`src/rtl/alu_mem_issue.sv`:
```
// alu_mem_issue
//   Issue stage in front of the alu_mem datapath. Instruction words arrive on a
//   valid/ready handshake and are buffered in a DEPTH-entry FIFO. Every cycle the
//   registered outputs carry either the decoded FIFO head (issue_valid=1) or the
//   canonical NOP (rs1=rs2=rd=imm=0, mode=1). alu_mem writes mem[rd] every edge,
//   and the NOP's mem[0]^0 leaves memory unchanged.
//
// Ports
//   clk, rst          clock; synchronous active-high reset
//   in_valid/in_ready upstream handshake; in_instr = {mode, rd, rs1, rs2, imm}
//   stall             hold the FIFO head and issue NOP
//   flush             drop all buffered words (and any same-cycle accept)
//   rs1/rs2/rd/imm/mode  registered decoded fields to alu_mem
//   issue_valid       outputs hold a real instruction
//   issued_count      real issues since reset, wraps at 2^CNT_W
//   fifo_level        current occupancy
//
// Optional feature, macro ALU_MEM_ISSUE_TAINT_EN:
//   in_taint[4:0] = {mode, rd, rs1, rs2, imm} field taints, buffered with each
//   word; rs1_t/rs2_t/rd_t/imm_t/mode_t follow a real issue and are 0 otherwise.

module alu_mem_issue #(
  parameter int DEPTH = 4,
  parameter int CNT_W = 16
) (
  input  logic                       clk,
  input  logic                       rst,
  input  logic                       in_valid,
  output logic                       in_ready,
  input  logic [20:0]                in_instr,
`ifdef ALU_MEM_ISSUE_TAINT_EN
  input  logic [4:0]                 in_taint,
  output logic                       rs1_t,
  output logic                       rs2_t,
  output logic                       rd_t,
  output logic                       imm_t,
  output logic                       mode_t,
`endif
  input  logic                       stall,
  input  logic                       flush,
  output logic [3:0]                 rs1,
  output logic [3:0]                 rs2,
  output logic [3:0]                 rd,
  output logic [7:0]                 imm,
  output logic                       mode,
  output logic                       issue_valid,
  output logic [CNT_W-1:0]           issued_count,
  output logic [$clog2(DEPTH):0]     fifo_level
);

  localparam int PW = $clog2(DEPTH);
  localparam int LW = PW + 1;

  logic [20:0]   mem_instr [DEPTH];
  logic [PW-1:0] wr_ptr;
  logic [PW-1:0] rd_ptr;
  logic [20:0]   head;
  logic          push;
  logic          pop;

`ifdef ALU_MEM_ISSUE_TAINT_EN
  logic [4:0]    mem_taint [DEPTH];
  logic [4:0]    head_taint;
  assign head_taint = mem_taint[rd_ptr];
`endif

  assign head     = mem_instr[rd_ptr];
  // Full is judged on the registered level only, so a full FIFO refuses even
  // while it pops this cycle.
  assign in_ready = !rst && (fifo_level != LW'(DEPTH));
  assign push     = in_valid && in_ready;
  assign pop      = (fifo_level != '0) && !stall && !flush;

  // Storage needs no reset; an accept coinciding with flush is dropped.
  always_ff @(posedge clk) begin
    if (push && !flush) begin
      mem_instr[wr_ptr] <= in_instr;
`ifdef ALU_MEM_ISSUE_TAINT_EN
      mem_taint[wr_ptr] <= in_taint;
`endif
    end
  end

  always_ff @(posedge clk) begin
    // NOP unless a real pop below overrides it.
    rs1         <= 4'd0;
    rs2         <= 4'd0;
    rd          <= 4'd0;
    imm         <= 8'd0;
    mode        <= 1'b1;
    issue_valid <= 1'b0;
`ifdef ALU_MEM_ISSUE_TAINT_EN
    {mode_t, rd_t, rs1_t, rs2_t, imm_t} <= 5'd0;
`endif
    if (rst) begin
      wr_ptr       <= '0;
      rd_ptr       <= '0;
      fifo_level   <= '0;
      issued_count <= '0;
    end else if (flush) begin
      wr_ptr     <= '0;
      rd_ptr     <= '0;
      fifo_level <= '0;
    end else begin
      if (push) wr_ptr <= wr_ptr + PW'(1);
      if (pop) begin
        rd_ptr                      <= rd_ptr + PW'(1);
        {mode, rd, rs1, rs2, imm}   <= head;
        issue_valid                 <= 1'b1;
        issued_count                <= issued_count + CNT_W'(1);
`ifdef ALU_MEM_ISSUE_TAINT_EN
        {mode_t, rd_t, rs1_t, rs2_t, imm_t} <= head_taint;
`endif
      end
      if (push && !pop)      fifo_level <= fifo_level + LW'(1);
      else if (!push && pop) fifo_level <= fifo_level - LW'(1);
    end
  end

endmodule

```
`config.mk`:
```
export PLATFORM = sky130hd
export DESIGN_NAME = alu_mem_issue
export DESIGN_NICKNAME = d
export VERILOG_FILES = /design/src/rtl/alu_mem_issue.sv
export SDC_FILE = /design/constraint.sdc
export NUM_CORES = 1
export LEC_CHECK = 0
export ABC_AREA = 1
export CAP_MARGIN = 20
export CELL_PAD_IN_SITES_DETAIL_PLACEMENT = 1
export CELL_PAD_IN_SITES_GLOBAL_PLACEMENT = 2
export CORE_ASPECT_RATIO = 1.4
export CORE_MARGIN = 2
export CORE_UTILIZATION = 38
export CTS_CLUSTER_DIAMETER = 80
export DETAILED_ROUTE_END_ITERATION = 7
export GPL_TIMING_DRIVEN = 0
export HOLD_SLACK_MARGIN = 0.03
export PLACE_DENSITY = 0.8
export SYNTH_ARGS = -nofsm -noshare
export SYNTH_HDL_FRONTEND = slang
export SYNTH_SLANG_ARGS = --single-unit
```
`constraint.sdc`:
```
create_clock -name clk -period 3.9 [get_ports clk]
set_clock_uncertainty 0.15 [all_clocks]
set_input_delay 0.78 -clock clk [delete_from_list [all_inputs] [get_ports clk]]
set_output_delay 0.78 -clock clk [all_outputs]
set_load 0.02 [all_outputs]
```
-- Yosys cells after proc, flatten, opt, wreduce, memory -nomap -nowiden
Memory sizes are Yosys's and may differ from the RTL's. A register that Yosys moved wholly into a read port is not among the register bits.
Index checks and enable logic that the tools add are counted.
- register bits after elaboration: 24
- memory bits (writable): 84
- input bits: 26
- output and inout port bits: 42
- memories kept: 1
- memory list (name ; words ; bits a word ; rd ports ; clocked after Yosys merged registers in ; wr ports ; line ; RTL):
    mem_instr ; 4 ; 21 ; 1 ; 1 ; 1 ; 54 ; logic [20:0] mem_instr [DEPTH];
- add/sub/neg operators: 5
- equal/unequal tests: 1
- multiplexer cells: 5
- bitwise gates (word level): 2
- reduce and logical (&&, ||, !) cells: 17
- operator list (operator ; count):
    16-bit by 1-bit adder with 16-bit output (second input constant) ; 1
    1-bit logical AND ; 7
    3-bit 2-to-1 mux ; 2
    1-bit logical NOT ; 5
    2-bit by 1-bit adder with 2-bit output (second input constant) ; 2
    3-bit by 1-bit adder with 3-bit output (second input constant) ; 1
    1-bit 2-to-1 mux ; 3
    3-bit inequality test (second input constant) ; 1
    3-bit nonzero test ; 1
    3-bit OR reduction ; 1
    3-bit by 1-bit subtractor with 3-bit output (second input constant) ; 1
    1-bit inverter ; 2
    2-bit AND reduction ; 1
    2-bit nonzero test ; 1
    2-bit OR reduction ; 1

-- Longest topological paths before layout
- depth in word-level cells: 7
- gate-level depth with buffers: 12
- gate-level depth less buffers: 12

-- Worst setup path after synthesis
Ideal clock, no wire load.
- path kind: input port to flip-flop
- start: input rst
- end: memory mem_instr[0][0] (enable)
- arrival: 2183 ps
- setup slack: 1168 ps
- cell stages on the path: 4
- path buffers: 0
- cell sequence: inv_2 > nand3_1 > or2_1 > nor2_1
- word-level cells in the longest chain between the ends: 6
- RTL lines (what ; line ; RTL):
    from (decl) ; 27 ; input logic rst,
    1-bit logical NOT ; 70 ; assign in_ready = !rst && (fifo_level != LW'(DEPTH));
    1-bit logical AND ; 70 ;
    1-bit logical AND ; 71 ; assign push = in_valid && in_ready;
    1-bit logical AND ; 76 ; if (push && !flush) begin
    1-bit 2-to-1 mux ; 76 ;
    1-bit 2-to-1 mux (implied by the code) ; 77 ; mem_instr[wr_ptr] <= in_instr;
    to (decl) ; 54 ;
No other way between the ends.

-- Worst setup path after layout
- start: input rst
- end: output in_ready
- word-level cells in the longest chain between the ends: 2
- RTL lines (what ; line ; RTL):
    1-bit logical NOT ; 70 ;
    1-bit logical AND ; 70 ;
    to (decl) ; 29 ; output logic in_ready,
No other way between the ends.

==> reports/qor.yml <==
run_status:
  outcome: "complete, no violations"
clock_tree:
  clockBufferDepth: 2
  clk_latency_ns: 0.41
  cts.root.buffer_cell: "clkbuf_16"
  clk_pin_slew_ns: 0.06
  holdBufCountCts: 0
  cts_buffers: 17
  cts_tree: "built"
  cts.repair.resized: 0
  htree_levels: 4
  clock-sinks: 129
  cts_setup_buffers: 0
die:
  die_h_um: 139
  pin_count: 68
  die-area_um2: 14000
  placementRows: 49
  start_util: 0.387
  core_area_um2: 12800
  die_width_um: 101
layout:
  stdcell_area_um2: 6500
  antenna_cells: 0
  mostFrequentLayoutCells: "108 x nor2_1, 84 x edfxtp_1, 67 x clkdlybuf4s50_1"
  final_util: 0.508
  syn_to_final_growth_pct: 31.3
  nets: 582
  drive_gt1_frac: 0.119
  layout_commonest_cell: "nor2_1"
critical_path:
  startpoint: "rst"
  rrSetupSlack_ns: 1.41
  startpoint_type: "primary input"
  crit_type: "in2out"
  end_kind: "output pin"
  worstPathRequired_ns: 2.97
  worst-path-max-fanout: 4
  crit_path_end: "in_ready"
  arrival_ns: 2.03
  r2r_end: "mem_instr[1][20]"
  reg2reg_depth: 6
  r2r_start: "fifo_level[0]"
placement:
  place_area_um2: 5910
  place_hpwl_um: 8280
  place_ws_ns: 0.497
  numPortBuffers: 67
  gp_congestion: 0.759
timing:
  max_clock_freq_ghz: 0.337
  finalSetupViolCount: 0
  maxSlewHeadroom: 0.415
  worst_hold_slack_ns: 0.365
  worstMarginPinSlew_ns: 0.877
  final.setup.tns_ns: 0
  min_period_ns: 2.96
  min_period_over_period: 0.760
  rsz0062_at_grt: "no"
  hold_viol: 0
  finalMaxSlewViolations: 0
  worst_slack_ns: 0.935
global_route:
  grt_overflow: 0
  grt_pass1_vias: 3836
  antenna_found_initial: 0
  grt_max_degree: 17
  grt_pass1_wl_um: 19600
  grt.total_usage: 0.185
pwr:
  p_leak_nw: 2.41
  ir_drop_v: 0.000272
  power_density_nw_per_um2: 485
synth:
  synth_edf_count: 84
  ys_warn_count: 0
  synth-async-reset-ratio: 0
  syn_nets: 492
  synth_xor_area_frac: 0.00177
  ys_seq_area_frac: 0.691
  synth_compound_area_frac: 0.0896
  ys_seq_elements: 129
  synthSimpleGateAreaFrac: 0.152
  muxShareOfSynthArea: 0
  ys_types: 30
  synth_cells: 459
  syn_area_um2: 4960
  synth-main-ff-cell: "edfxtp_1"
  synth_top_family_by_area: "simple AND/OR/NAND/NOR gates"
  synth_fa_ha_area_frac: 0.0192
  avgSynthCellArea_um2: 10.8
routing:
  num_vias: 3503
  route.detailed.drc: 0
  dr.pass1.iters: 4
  final_antenna_net_count: 0
  avgRoutedWirePerCell_um: 16.7
  wirelength_um: 11900
  vias_per_cell: 4.90
  drt_iter0_markers: 112
job:
  maxCapViolCount: 0
hold_path:
  hold_path.class: "reg2reg"
report_power, final:
| group | leakage, nW | switching, mW | internal, mW | total (mW) |
|---|---|---|---|---|
| logic | 1.01 | 0.0710 | 0.0554 | 0.126 |
| registers | 1.12 | 0.00782 | 1.47 | 1.48 |
| clock network | 0.279 | 0.576 | 0.976 | 1.55 |
metrics by stage:
| stage | total power [mW] | cells |
|---|---|---|
| 6_report | 3.16 | 715 |
| 5_1_grt | 3.27 | 715 |
| 4_1_cts | 3.18 | 715 |
| 3_5_place_dp | 1.64 | 683 |
| 3_3_place_gp | 1.63 | 679 |
| 2_1_floorplan | 1.56 | 459 |
worst max-delay path, stage by stage:
cell	delay (ns)
clkdlybuf4s50_1	0.47
a21oi_1	0.16
clkdlybuf4s50_1	0.62
final cells by class:
class	instances	area [um2]
Inverter	37	140
Timing Repair Buffer	71	756
Fill cell	1363	6310
Tap cell	153	191
Buffer	18	88.8
Multi-Input combinational cell	275	1310
Sequential cell	129	3420
Clock buffer	20	457
Clock inverter	12	135
state kept, by name (all words and copies together), names as in the netlist, 2 cells and up:
signal / flops
fifo_level: 3
rs1: 4
rd: 4
wr_ptr: 2
issued_count: 16
rd_ptr: 2
rs2: 4
mem_instr: 84
imm: 8
synth_stat cells, types with 2 or more instances:
cell	count	share of area
a21oi_1	34	0.034
dfxtp_1	45	0.18
nand4_1	2	0.0025
clkbuf_1	6	0.0045
ha_1	6	0.015
nand2_2	3	0.0038
o21ai_1	8	0.0081
inv_1	31	0.023
edfxtp_1	84	0.51
nand2_4	2	0.0045
o21ai_0	45	0.045
nor2_2	5	0.0063
nand2_1	39	0.030
nor2_1	112	0.085
buf_2	7	0.0071
inv_2	5	0.0038
buf_1	2	0.0015
nand3_1	11	0.011
routing by layer:
| metal | vias to the layer above | wire length (um) | global-route usage |
|---|---|---|---|
| met3 | 13 | 401 | 0.0444 |
| met5 | - | 0 | 0 |
| li1 | 1713 | - | - |
| met1 | 1704 | 4890 | 0.207 |
| met2 | 73 | 6520 | 0.333 |
| met4 | 0 | 145 | 0.0764 |
worst min path at each step:
stage	from	to	slack, ns	cells past startpoint
after CTS	mem_instr[3][5]	imm[5]	0.37	2
after floorplan	mem_instr[3][0]	imm[0]	0.33	2
after global placement	issued_count[2]	issued_count[2]	0.34	2
after global routing	mem_instr[3][3]	imm[3]	0.41	2
after detailed placement	mem_instr[3][5]	imm[5]	0.36	2
final	mem_instr[3][3]	imm[3]	0.37	2
cells by family after synthesis:
kind of cell,Yosys count
AND/OR/NAND/NOR,179
flip-flops,129
AO/OA/AOI/OAI,88
buffers and inverters,55
adder cells (fa/ha/maj),7
XOR/XNOR,1
Note: power is estimated with default switching activity, not from simulation.
==> RTL change 1: new RTL, config.mk and constraints unchanged <==
Add a define of `ALU_MEM_ISSUE_TAINT_EN`.
--- a/src/rtl/alu_mem_issue.sv
+++ b/src/rtl/alu_mem_issue.sv
@@ -18,6 +18,8 @@
 // Optional feature, macro ALU_MEM_ISSUE_TAINT_EN:
 //   in_taint[4:0] = {mode, rd, rs1, rs2, imm} field taints, buffered with each
 //   word; rs1_t/rs2_t/rd_t/imm_t/mode_t follow a real issue and are 0 otherwise.
+
+`define ALU_MEM_ISSUE_TAINT_EN
 
 module alu_mem_issue #(
   parameter int DEPTH = 4,
Ports: changed (6 added); port bits go from 68 to 78. The function was not compared with the original's and may differ.
==> RTL change 1 against the original RTL <==
Final cell count grew 18%. Worst setup slack lost 0.11 ns. Sequential power grew 20%. Count of clock-buffer cells in the layout shrank 3. Largest power group is now sequential cells. Critical endpoint unchanged. Highest routed layer unchanged. Final area grew 16%. Area after synthesis grew 20%. Power grew 12%. Largest cell class unchanged. Wire length grew 26%. Global-route usage grew 0.42 points. Sequential cell count grew 25.
==> RTL change 1: results (changes against the original RTL) <==
Outcome
  • Run status: finished, final reports clean

Global routing
  • Via count of the first global-routing pass: 4570 (+19%)
  • GR Util met3: 0.04891 (+0.004551)
  • Global-route wire length before repair: 23530 microns (+20%)
  • Overall global routing resource usage: 0.1897 (+0.004247)

Route
  • Via total after detailed routing: 4177 (+19%)
  • Per-cell routed wire length: 17.84 microns (+6.8%)
  • 1st-iter DRT viols: 134 (+20%)
  • Met2 Routed Length: 8292 microns (+27%)
  • Length of routed wiring on met1: 6069 microns (+24%)

Final layout
  • Net count, final: 671 (+15%)
  • Share of post-route cells with drive strength above 1: 0.1084 (-0.01086)
  • Number of cells in the finished layout apart from fillers: 842 (+18%)
  • Fillcell total: 1685 (+24%)
  • Antenna diodes: 0 (unchanged)

Synthesis
  • Top cells by area in the synthesized netlist: sky130_fd_sc_hd__edfxtp_1, sky130_fd_sc_hd__dfxtp_1, sky130_fd_sc_hd__nor2_1, sky130_fd_sc_hd__o21ai_0, sky130_fd_sc_hd__nand2_1
  • Proportion of synthesized chip area in sequential cells: 0.6951 (+0.004331)
  • Xor/xnor cell area share of the yosys netlist: 0.002952 (+0.001185)
  • Post-synth EDFFs: 104 (+24%)
  • Cell variety after synth: 34 (+13%)
  • Area fraction in compound gates after synthesis: 0.08541 (-0.004217)
  • Leading post-synthesis cells by instance count: sky130_fd_sc_hd__nor2_1, sky130_fd_sc_hd__edfxtp_1, sky130_fd_sc_hd__dfxtp_1
  • Post-synthesis area per instance: 11.05 sq um (+2.3%)
  • Net count of the mapped netlist: 575 (+17%)
  • Post-synthesis adder-cell area fraction: 0.01603 (-0.003160)

Pwr
  • Leakage power summed over all cells: 2.703 nW (+12%)
  • Switching Fraction: 0.2313 (+0.02381)
  • Largest voltage drop on the vdd net: 301.9 uV (+11%)

Place
  • Cell Area, Placed: 0.006979 sq mm (+18%)
  • Cell count after placement: 810 (+19%)
  • Worst setup slack after placement: 0.4738 ns (-0.02309 ns)
  • Detailed Place HPWL: 9863 microns (+19%)
  • Input/output buffers: 77 (+15%)
  • GPL Wtd Cong: 0.7632 (+0.62%)

Critical path
  • Crit path arrival time: 2.14 ns (+0.11 ns)
  • Biggest fanout along the worst timing path: 5 (+1)

Timing
  • Headroom to the max-slew limit: 0.3878 (-0.02705)
==> RTL change 1: cell count changes after synthesis, sizes merged, moves of 2 or more <==
cell / unedited run / this run
nor2: 119 / 142
edfxtp: 84 / 104
nand2: 44 / 54
nand4: 2 / 10
dfxtp: 45 / 50
o21ai: 53 / 58
inv: 36 / 40
buf: 11 / 14
nand3: 11 / 8
o21bai: 0 / 2
==> RTL change 1: logic make-up after synthesis <==
| kind of cell | after synthesis |
|---|---|
| buffers and inverters | 61 |
| xor gates and xnor gates | 2 |
| adders and majority gates | 7 |
| DFF | 154 |
| AOI/OAI and AO/OA | 96 |
| and+or+nand+nor | 217 |
==> RTL change 1: final timing paths <==
check / slack [ns] / endpoint / from
setup / recovery: 0.83 / in_ready / rst
hold / removal: 0.38 / imm[0] / mem_instr[3][0]
hold reg to reg: 0.38 / imm[0] / mem_instr[3][0]
setup reg to reg: 1.45 / mem_instr[2][2] / fifo_level[0]
==> RTL change 1: worst min-delay path, delay by kind of cell, from the launching register on <==
family	cells	cell delay, ns
AOI/OAI and AO/OA	2	0.18
DFF	1	0.32
==> RTL change 1: power groups by stage <==
stage,clock (W),combinational [W],sequential [W]
CTS,0.00166,0.000149,0.00177
global route,0.00172,0.000161,0.00177
global placement,0,0.000141,0.00180
floorplan,0,0.0000593,0.00181
finish,0.00163,0.000147,0.00177
detailed placement,0,0.000148,0.00180
==> RTL change 1: cell type report <==
type / instances / area [sq um] / share of cell area
clock inverter: 15 / 155.1 / 0.02052
multi-input combinational: 322 / 1575 / 0.2084
sequential: 154 / 4124 / 0.5455
tap: 196 / 245.2 / 0.03244
timing repair buffer: 77 / 770.7 / 0.1020
inverter: 41 / 153.9 / 0.02036
clock buffer: 17 / 425.4 / 0.05627
buffer: 20 / 110.1 / 0.01456
==> RTL change 2: new RTL, same flow settings <==
Without the edit above. Register the output `issued_count` once more, without a reset; this adds one clock of latency there. The other outputs are not delayed to match.
--- a/src/rtl/alu_mem_issue.sv
+++ b/src/rtl/alu_mem_issue.sv
@@ -51,6 +51,8 @@
   localparam int PW = $clog2(DEPTH);
   localparam int LW = PW + 1;
 
+  logic [CNT_W-1:0] issued_count_s0;
+
   logic [20:0]   mem_instr [DEPTH];
   logic [PW-1:0] wr_ptr;
   logic [PW-1:0] rd_ptr;
@@ -96,7 +98,7 @@
       wr_ptr       <= '0;
       rd_ptr       <= '0;
       fifo_level   <= '0;
-      issued_count <= '0;
+      issued_count_s0 <= '0;
     end else if (flush) begin
       wr_ptr     <= '0;
       rd_ptr     <= '0;
@@ -107,7 +109,7 @@
         rd_ptr                      <= rd_ptr + PW'(1);
         {mode, rd, rs1, rs2, imm}   <= head;
         issue_valid                 <= 1'b1;
-        issued_count                <= issued_count + CNT_W'(1);
+        issued_count_s0             <= issued_count_s0 + CNT_W'(1);
 `ifdef ALU_MEM_ISSUE_TAINT_EN
         {mode_t, rd_t, rs1_t, rs2_t, imm_t} <= head_taint;
 `endif
@@ -117,5 +119,9 @@
     end
   end
 
+  always_ff @(posedge clk) begin
+    issued_count <= issued_count_s0;
+  end
+
 endmodule
 
Function: changed (a bounded check fails within 4 cycles, from zero or initial values and one cycle with rst high).
==> RTL change 2 against the original RTL <==
Area after synthesis up 6.8%. Sequential cell count up 16. Power up 12%. Wire length up 8.5%. First-iteration DRC count up 52%. Global-route usage up 0.056 points. Final area up 6.0%. Sequential power up 11%. Worst setup slack better by 0.24 ns. Largest cell class unchanged.
==> RTL change 2: results (changes against the original RTL) <==
Place
  • Detailed Place HPWL: 8584 microns (+3.7%)
  • Cell Area, Placed: 0.006259 sq mm (+5.8%)
  • Input/output buffers: 66 (-1.5%)
  • GPL Wtd Cong: 0.7461 (-1.6%)
  • Worst setup slack after placement: 0.7761 ns (+0.2792 ns)

Synthesis
  • Net count of the mapped netlist: 495 (+0.61%)
  • Top cells by area in the synthesized netlist: sky130_fd_sc_hd__edfxtp_1, sky130_fd_sc_hd__dfxtp_1, sky130_fd_sc_hd__nor2_1, sky130_fd_sc_hd__o21ai_0, sky130_fd_sc_hd__a21oi_1
  • Cell variety after synth: 33 (+10%)
  • Cell count after synthesis: 462 (+0.65%)
  • Proportion of synthesized chip area in sequential cells: 0.7072 (+0.01643)
  • Leading post-synthesis cells by instance count: sky130_fd_sc_hd__nor2_1, sky130_fd_sc_hd__edfxtp_1, sky130_fd_sc_hd__dfxtp_1

Pwr
  • Leakage power summed over all cells: 2.440 nW (+1.2%)
  • Net Sw Power: 0.0006964 W (+6.3%)
  • Internal power contribution: 0.002839 W (+13%)
  • Combinational Power: 0.000134 W (+6%)
  • Largest voltage drop on the vdd net: 309.0 uV (+13%)

Global routing
  • Grt met2 use: 0.3517 (+0.01895)
  • Global-route wire length before repair: 20700 microns (+5.5%)
  • Routing usage on met1: 0.1888 (-0.01810)
  • Via count of the first global-routing pass: 3994 (+4.1%)
  • Overall global routing resource usage: 0.1861 (+0.0005591)

Route
  • Length of routed wiring on met1: 4944 microns (+1.2%)
  • Per-cell routed wire length: 17.31 microns (+3.6%)
  • 1st-iter DRT viols: 170 (+52%)

Final layout
  • Fillcell total: 1494 (+9.6%)
  • Net count, final: 584 (+0.34%)
  • Fraction of the core area covered by cells at the end of the flow: 0.5004 (-0.007302)
  • Number of cells in the finished layout apart from fillers: 749 (+4.8%)
  • Share of post-route cells with drive strength above 1: 0.1294 (+0.01022)
  • Largest registers: mem_instr x84, issued_count x16, issued_count_s0 x16

Outcome
  • Run status: finished, final reports clean

Critical path
  • Biggest fanout along the worst timing path: 10 (+6)
  • Crit path arrival time: 1.79 ns (-0.24 ns)

Hold path
  • Hold path startpoint: issued_count_s0[15]

Timing
  • Final worst-path setup slack: 1.178 ns (+0.2432 ns)
  • Slew of the pin with the lowest slew margin: 0.8327 ns (-0.04410 ns)
-- RTL change 2: worst paths after layout --
kind	slack, ns	to	depth (start not counted)
max	1.18	in_ready	3
min	0.22	issued_count[15]	0
max reg2reg	1.45	mem_instr[3][19]	6
min reg2reg	0.22	issued_count[15]	0
-- RTL change 2: layout make-up --
class                           count  share of cell area
Multi-Input combinational cell    268              0.1956
Buffer                             17             0.01179
Clock buffer                       21             0.06531
Clock inverter                     11             0.02721
Inverter                           32             0.01742
Timing Repair Buffer               70              0.1063
Tap cell                          185             0.03356
Sequential cell                   145              0.5428
-- RTL change 2: logic make-up after synthesis --
family / synth area share
xor gates and xnor gates: 0.004964
adders and majority gates: 0.01796
buffers and inverters: 0.03805
AOI/OAI and AO/OA: 0.08391
DFF: 0.7072
and+or+nand+nor: 0.1480
-- RTL change 2: critical path: stages --
cell and delay (ns):
sky130_fd_sc_hd__buf_2 0.20, sky130_fd_sc_hd__a21oi_2 0.18, sky130_fd_sc_hd__clkdlybuf4s50_1 0.62
